<file path="config.mk">
export PLATFORM = sky130hd
export DESIGN_NAME = bins_to_registered_clocks
export DESIGN_NICKNAME = d
export VERILOG_FILES = /design/src/rtl/bins_to_registered_clocks.sv
export SDC_FILE = /design/constraint.sdc
export NUM_CORES = 1
export LEC_CHECK = 0
export CORE_UTILIZATION = 49
export CTS_BUF_LIST = sky130_fd_sc_hd__clkbuf_4 sky130_fd_sc_hd__clkbuf_8
export DETAILED_ROUTE_END_ITERATION = 10
export GPL_TIMING_DRIVEN = 0
export PLACE_DENSITY = 0.81
export SLEW_MARGIN = 0
export SYNTH_ARGS = -nofsm -noshare
export SYNTH_HDL_FRONTEND = slang
export SYNTH_SLANG_ARGS = --single-unit
</file>
<file path="constraint.sdc">
create_clock -name clkin -period 2.6 [get_ports clkin]
set_input_delay 0.65 -clock clkin [delete_from_list [all_inputs] [get_ports clkin]]
set_output_delay 0.65 -clock clkin [all_outputs]
set_load 0.02 [all_outputs]
</file>
<file path="src/rtl/bins_to_registered_clocks.sv">
// Stimulus encoder for the photon binner: turns (bin, count, gap) commands into
// registered detection-line pulses plus the byte the binner should report for each.
module bins_to_registered_clocks #(
  parameter int COUNT_W = 16,
  parameter int GAP_W   = 8
) (
  input  logic               clkin,
  input  logic               rstn,
  input  logic               cmd_valid,
  output logic               cmd_ready,
  input  logic [2:0]         cmd_bin,
  input  logic [COUNT_W-1:0] cmd_count,
  input  logic [GAP_W-1:0]   cmd_gap,
  input  logic               abort,
  output logic               photonFirstHalf,
  output logic               photonSecondHalf,
  output logic               photon2x,
  output logic               photon4x,
  output logic [7:0]         exp_data,
  output logic               exp_valid,
  output logic               busy,
  output logic               done,
  output logic [COUNT_W-1:0] pulse_cnt
);

  localparam logic [1:0] ST_IDLE = 2'd0;
  localparam logic [1:0] ST_EMIT = 2'd1;
  localparam logic [1:0] ST_GAP  = 2'd2;

  logic [1:0]         r_state;
  logic [2:0]         r_bin;
  logic [COUNT_W-1:0] r_count;
  logic [GAP_W-1:0]   r_gap;
  logic [GAP_W-1:0]   r_gap_cnt;

  logic [1:0] w_next_state;
  logic       w_accept;
  logic       w_last;
  logic [2:0] w_emit_bin;

  // Line order {first half, second half, even quarter, even eighth}.
  function automatic logic [3:0] f_encode(input logic [2:0] b);
    return {~b[2], b[2], ~b[1], ~b[0]};
  endfunction

  assign w_accept   = cmd_valid & (r_state == ST_IDLE);
  assign w_last     = (({1'b0, pulse_cnt} + (COUNT_W + 1)'(1)) == {1'b0, r_count});
  assign w_emit_bin = w_accept ? cmd_bin : r_bin;

  // Next-state decode; outputs are registered from the state being entered.
  always_comb begin
    w_next_state = r_state;
    case (r_state)
      ST_IDLE: begin
        if (w_accept && (cmd_count != '0)) w_next_state = ST_EMIT;
        else                               w_next_state = ST_IDLE;
      end
      ST_EMIT: begin
        if (abort || w_last)       w_next_state = ST_IDLE;
        else if (r_gap == '0)      w_next_state = ST_EMIT;
        else                       w_next_state = ST_GAP;
      end
      ST_GAP: begin
        if (abort)                           w_next_state = ST_IDLE;
        else if (r_gap_cnt == GAP_W'(1))     w_next_state = ST_EMIT;
        else                                 w_next_state = ST_GAP;
      end
      default: w_next_state = ST_IDLE;
    endcase
  end

  // Burst sequencing and all registered outputs.
  always_ff @(posedge clkin) begin
    if (!rstn) begin
      r_state          <= ST_IDLE;
      r_bin            <= 3'd0;
      r_count          <= '0;
      r_gap            <= '0;
      r_gap_cnt        <= '0;
      cmd_ready        <= 1'b1;
      busy             <= 1'b0;
      done             <= 1'b0;
      pulse_cnt        <= '0;
      photonFirstHalf  <= 1'b0;
      photonSecondHalf <= 1'b0;
      photon2x         <= 1'b0;
      photon4x         <= 1'b0;
      exp_data         <= 8'd0;
      exp_valid        <= 1'b0;
    end else begin
      r_state   <= w_next_state;
      cmd_ready <= (w_next_state == ST_IDLE);
      busy      <= (w_next_state != ST_IDLE);

      if (w_accept) begin
        r_bin     <= cmd_bin;
        r_count   <= cmd_count;
        r_gap     <= cmd_gap;
        pulse_cnt <= '0;
      end else if (r_state == ST_EMIT) begin
        pulse_cnt <= pulse_cnt + COUNT_W'(1);
      end else begin
        pulse_cnt <= pulse_cnt;
      end

      if (r_state == ST_EMIT)     r_gap_cnt <= r_gap;
      else if (r_state == ST_GAP) r_gap_cnt <= r_gap_cnt - GAP_W'(1);
      else                        r_gap_cnt <= r_gap_cnt;

      if (w_next_state == ST_EMIT)
        {photonFirstHalf, photonSecondHalf, photon2x, photon4x} <= f_encode(w_emit_bin);
      else
        {photonFirstHalf, photonSecondHalf, photon2x, photon4x} <= 4'b0000;

      // The pulse of an aborted final EMIT cycle still gets its expected byte.
      exp_valid <= (r_state == ST_EMIT);
      exp_data  <= (r_state == ST_EMIT) ? (8'd1 << r_bin) : 8'd0;

      done <= (w_accept && (cmd_count == '0)) ||
              ((r_state == ST_EMIT) && w_last && !abort);
    end
  end

endmodule

</file>
==> summary.md <==
| Metric | Value |
|---|---|
| Status | `complete, no violations` |
| Finished Cell Area | `around 4400 µm²` |
| Crit end category | `flip-flop` |
| Core area | `approximately 6500 µm²` |
| Clk network pwr share | `0.337` |
| Switching share of power | `0.276` |
| R2R Setup Slk | `~0.067 ns` |
| Nets | `514` |
| Worst Path Max Fanout | `7` |
| Complex-gate fraction of the synthesized area | `0.155` |
| First-pass detailed-route iteration total | `5` |
| Cts bufs inserted | `9` |
| Relative slew slack | `0.623` |
| Post-synthesis xor/xnor area fraction | `0.0828` |
| Mux share of post-synthesis cell area | `0.0181` |
| Worst reg2reg path endpoint | `photon2x$_SDFF_PN0_` |
| Initial drt markers | `around 160` |
| Mapped Area | `3380 µm²` |
| First-pass GRT wire length | `roughly 13000 µm` |
| Seq cells post-synth | `69` |
| Post-DP HPWL | `around 6000 µm` |
| Final setup viols | `0` |
| R2r worst-path depth | `8` |
| Final Hold Vio Count | `0` |
| Clk buf depth | `2` |
| Placed inst area | `4100 µm²` |
| Synthesized Nets | `440` |
| Ys flop type | `dfxtp_1` |
| Synthesized instance count | `402` |
| Hold-critical path depth | `2` |
| Die W | `between 80 and 90 µm` |
| Worst Skew | `approximately 0.006 ns` |
| Slew Limit Fails | `0` |
| Reg power frac | `0.480` |
| GP Congestion | `0.848` |
| Seq/Total Area, Yosys | `0.408` |
| Avg Inst Size Synth | `8.42 µm²` |
| Largest net degree at the start of global routing | `11` |
| Share of flip-flops with an asynchronous set or reset | `0` |
| Worst-path clk slew | `about 0.070 ns` |
| Fin util | `0.675` |
| Total track usage | `0.235` |
| Fin crit period | `~2.5 ns` |
| Gate power share | `0.183` |
| Via density per instance | `5.62` |
| Post-synth EDFFs | `0` |
| Fillers | `520` |
| CTS root buf | `clkbuf_8` |
| PD cells | `557 nW/µm²` |
| # rows | `29` |
| WL/cell | `between 10 and 15 µm` |
| Ys Warns | `0` |
| Post-synthesis adder-cell area fraction | `0.0259` |
| Final period utilization | `0.974` |
| Area of the multi-input gates | `between 1500 and 2000 µm²` |
| P_int | `~1.8 mW` |
| Die area | `7240 µm²` |
| Worst path arrival time | `around 2.8 ns` |
| Initial antenna violation count | `0` |
| H-tree levels | `3` |
| Vias in the first global route | `between 2000 and 3000` |
| Drt total wl | `8150 µm` |
| Critical path data required time | `between 2 and 3 ns` |
| Worst-margin pin slew | `0.561 ns` |
| Total of max-cap violations | `0` |
| CP Launch Point | `pulse_cnt[0]$_SDFFE_PP0P_` |
| NetSw | `between 600 and 700 µW` |
| Top-Level Pins | `63` |
| R2R Path Start | `pulse_cnt[0]$_SDFFE_PP0P_` |
| Hold Path Sink | `r_count[10]$_SDFFE_PN0P_` |
| Initial Util | `0.521` |
| Largest family of logic cells by synthesized area | `simple AND/OR/NAND/NOR gates` |
| Storage cell area | `1390 µm²` |
| N_diodes | `0` |
| Routed vias | `between 3000 and 4000` |
| Share of layout cells above drive strength 1 | `0.0917` |
| Setup TNS Final | `0 ns` |
| Setup Crit Path Kind | `reg2reg` |
| Worst hold start | `r_count[10]$_SDFFE_PN0P_` |
| Lkg Pwr | `between 1.5 and 2 nW` |
| Congestion Overflow GR | `0` |
| VDD IR-drop max | `283 µV` |
| Hold Crit Class | `reg2reg` |
| Drt drc | `0` |
| Die height | `between 80 and 90 µm` |
| Most frequent cells in the layout | `67 x nand2_1, 67 x dfxtp_1, 62 x clkdlybuf4s50_1` |
| FMAX | `between 0.3 and 0.4 GHz` |
| Synth Area in Simple Gates | `0.265` |
| Antenna Nets Post-Route | `0` |
| CTS tree | `done` |
| Netlist cell types | `55` |
| Hold Buf Count CTS | `0` |
| Clk_lat worst skew | `0.35 ns` |
| Port buffer count | `62` |
| CTS sink cnt | `between 60 and 70` |
| WHS | `0.493 ns` |
| CP Launch Type | `flip-flop` |
| Area growth from synthesis to layout | `29.6%` |
## cell type report
cell class	instances	area share
flip-flops and latches	69	0.316
clock inverters	1	0.00114
well taps	77	0.0220
inverters	13	0.0111
clock buffers	14	0.0411
plain buffers	23	0.0277
multi-input cells	297	0.438
repair buffers	63	0.143
## power by group through the flow
stage / Combinational (mW) / Clock (mW) / Sequential [mW]
floorplan: 0.283 / 0 / 1.20
global placement: 0.424 / 0 / 1.19
detailed placement: 0.439 / 0 / 1.20
CTS: 0.442 / 0.834 / 1.17
global route: 0.496 / 0.869 / 1.18
finish: 0.446 / 0.823 / 1.17
## per-layer routing
| metal | global-route usage | wire [µm] |
|---|---|---|
| met2 | 0.386 | 3820 |
| met1 | 0.300 | 3740 |
| met5 | 0 | 0 |
| met4 | 0.123 | 171 |
| met3 | 0.0360 | 420 |
## kinds of logic after synthesis
kind of cell | Yosys count
AND/OR/NAND/NOR | 180
buffers and inverters | 36
adder cells (fa/ha/maj) | 7
XOR/XNOR | 32
AO/OA/AOI/OAI | 72
multiplexers | 6
flip-flops | 69
## worst max path at each step
stage                                endpoint  slack, ns  cells after the start
final                     photon2x$_SDFF_PN0_       0.07                      8
after global routing      photon4x$_SDFF_PN0_      -0.03                      8
after CTS                 photon2x$_SDFF_PN0_      0.006                      9
after detailed placement  photon2x$_SDFF_PN0_      -0.12                      9
after global placement    photon2x$_SDFF_PN0_       -0.1                      9
after floorplan           photon2x$_SDFF_PN0_       0.02                      9
## Yosys cell counts, types with 2 or more instances
| cell | n | share of area |
|---|---|---|
| a211o_1 | 2 | 0.0052 |
| a21boi_0 | 25 | 0.055 |
| a21oi_1 | 9 | 0.013 |
| a221oi_1 | 2 | 0.0052 |
| a31oi_1 | 4 | 0.0074 |
| and2_1 | 12 | 0.022 |
| and3_1 | 2 | 0.0037 |
| and4_1 | 2 | 0.0052 |
| buf_2 | 5 | 0.0074 |
| buf_4 | 2 | 0.0044 |
| clkbuf_1 | 13 | 0.014 |
| clkbuf_2 | 2 | 0.0030 |
| dfxtp_1 | 69 | 0.41 |
| ha_1 | 7 | 0.026 |
| inv_1 | 13 | 0.014 |
| mux2i_1 | 5 | 0.015 |
| nand2_1 | 67 | 0.074 |
| nand2b_1 | 5 | 0.0092 |
| nand3_1 | 10 | 0.015 |
| nand3_2 | 2 | 0.0059 |
| nand3b_1 | 2 | 0.0044 |
| nand4_1 | 8 | 0.015 |
| nor2_1 | 33 | 0.037 |
| nor2b_1 | 6 | 0.011 |
| nor3_1 | 8 | 0.012 |
| nor4_1 | 10 | 0.018 |
| o211ai_1 | 2 | 0.0044 |
| o21a_1 | 2 | 0.0044 |
| o21ai_0 | 7 | 0.010 |
| o221ai_1 | 6 | 0.016 |
| o22ai_1 | 2 | 0.0037 |
| or3_1 | 5 | 0.0092 |
| xnor2_1 | 18 | 0.047 |
| xor2_1 | 14 | 0.036 |
## metrics by stage
| stage | total power, mW | setup WS (ns) | std cells |
|---|---|---|---|
| floorplan | 1.48 | 0.0171 | 402 |
| global placement | 1.62 | -0.0993 | 541 |
| detailed placement | 1.64 | -0.115 | 541 |
| CTS | 2.45 | 0.00596 | 556 |
| global route | 2.55 | -0.0261 | 557 |
| finish | 2.44 | 0.0668 | 557 |
## timing repair
action | in CTS | in global routing
setup endpoints to repair | 3 | 4
setup buffers | 0 | 1
pin swaps | 0 | 2
gates resized for setup | 8 | 17
## sequential cells by signal (all words and copies together) (netlist names), 2 cells and up
name / flops
pulse_cnt: 16
r_gap: 8
exp_data: 8
r_gap_cnt: 8
r_state: 2
r_count: 16
r_bin: 3
## critical path, cell delays in order (launching register included)
cell	delay, ns
dfxtp_1	0.38
buf_2	0.23
nand3_1	0.24
nor3_4	0.33
and4_1	0.23
nor4_1	0.06
and4_4	0.22
or4b_4	0.52
a221oi_2	0.24
(Power assumes the default switching activity.)
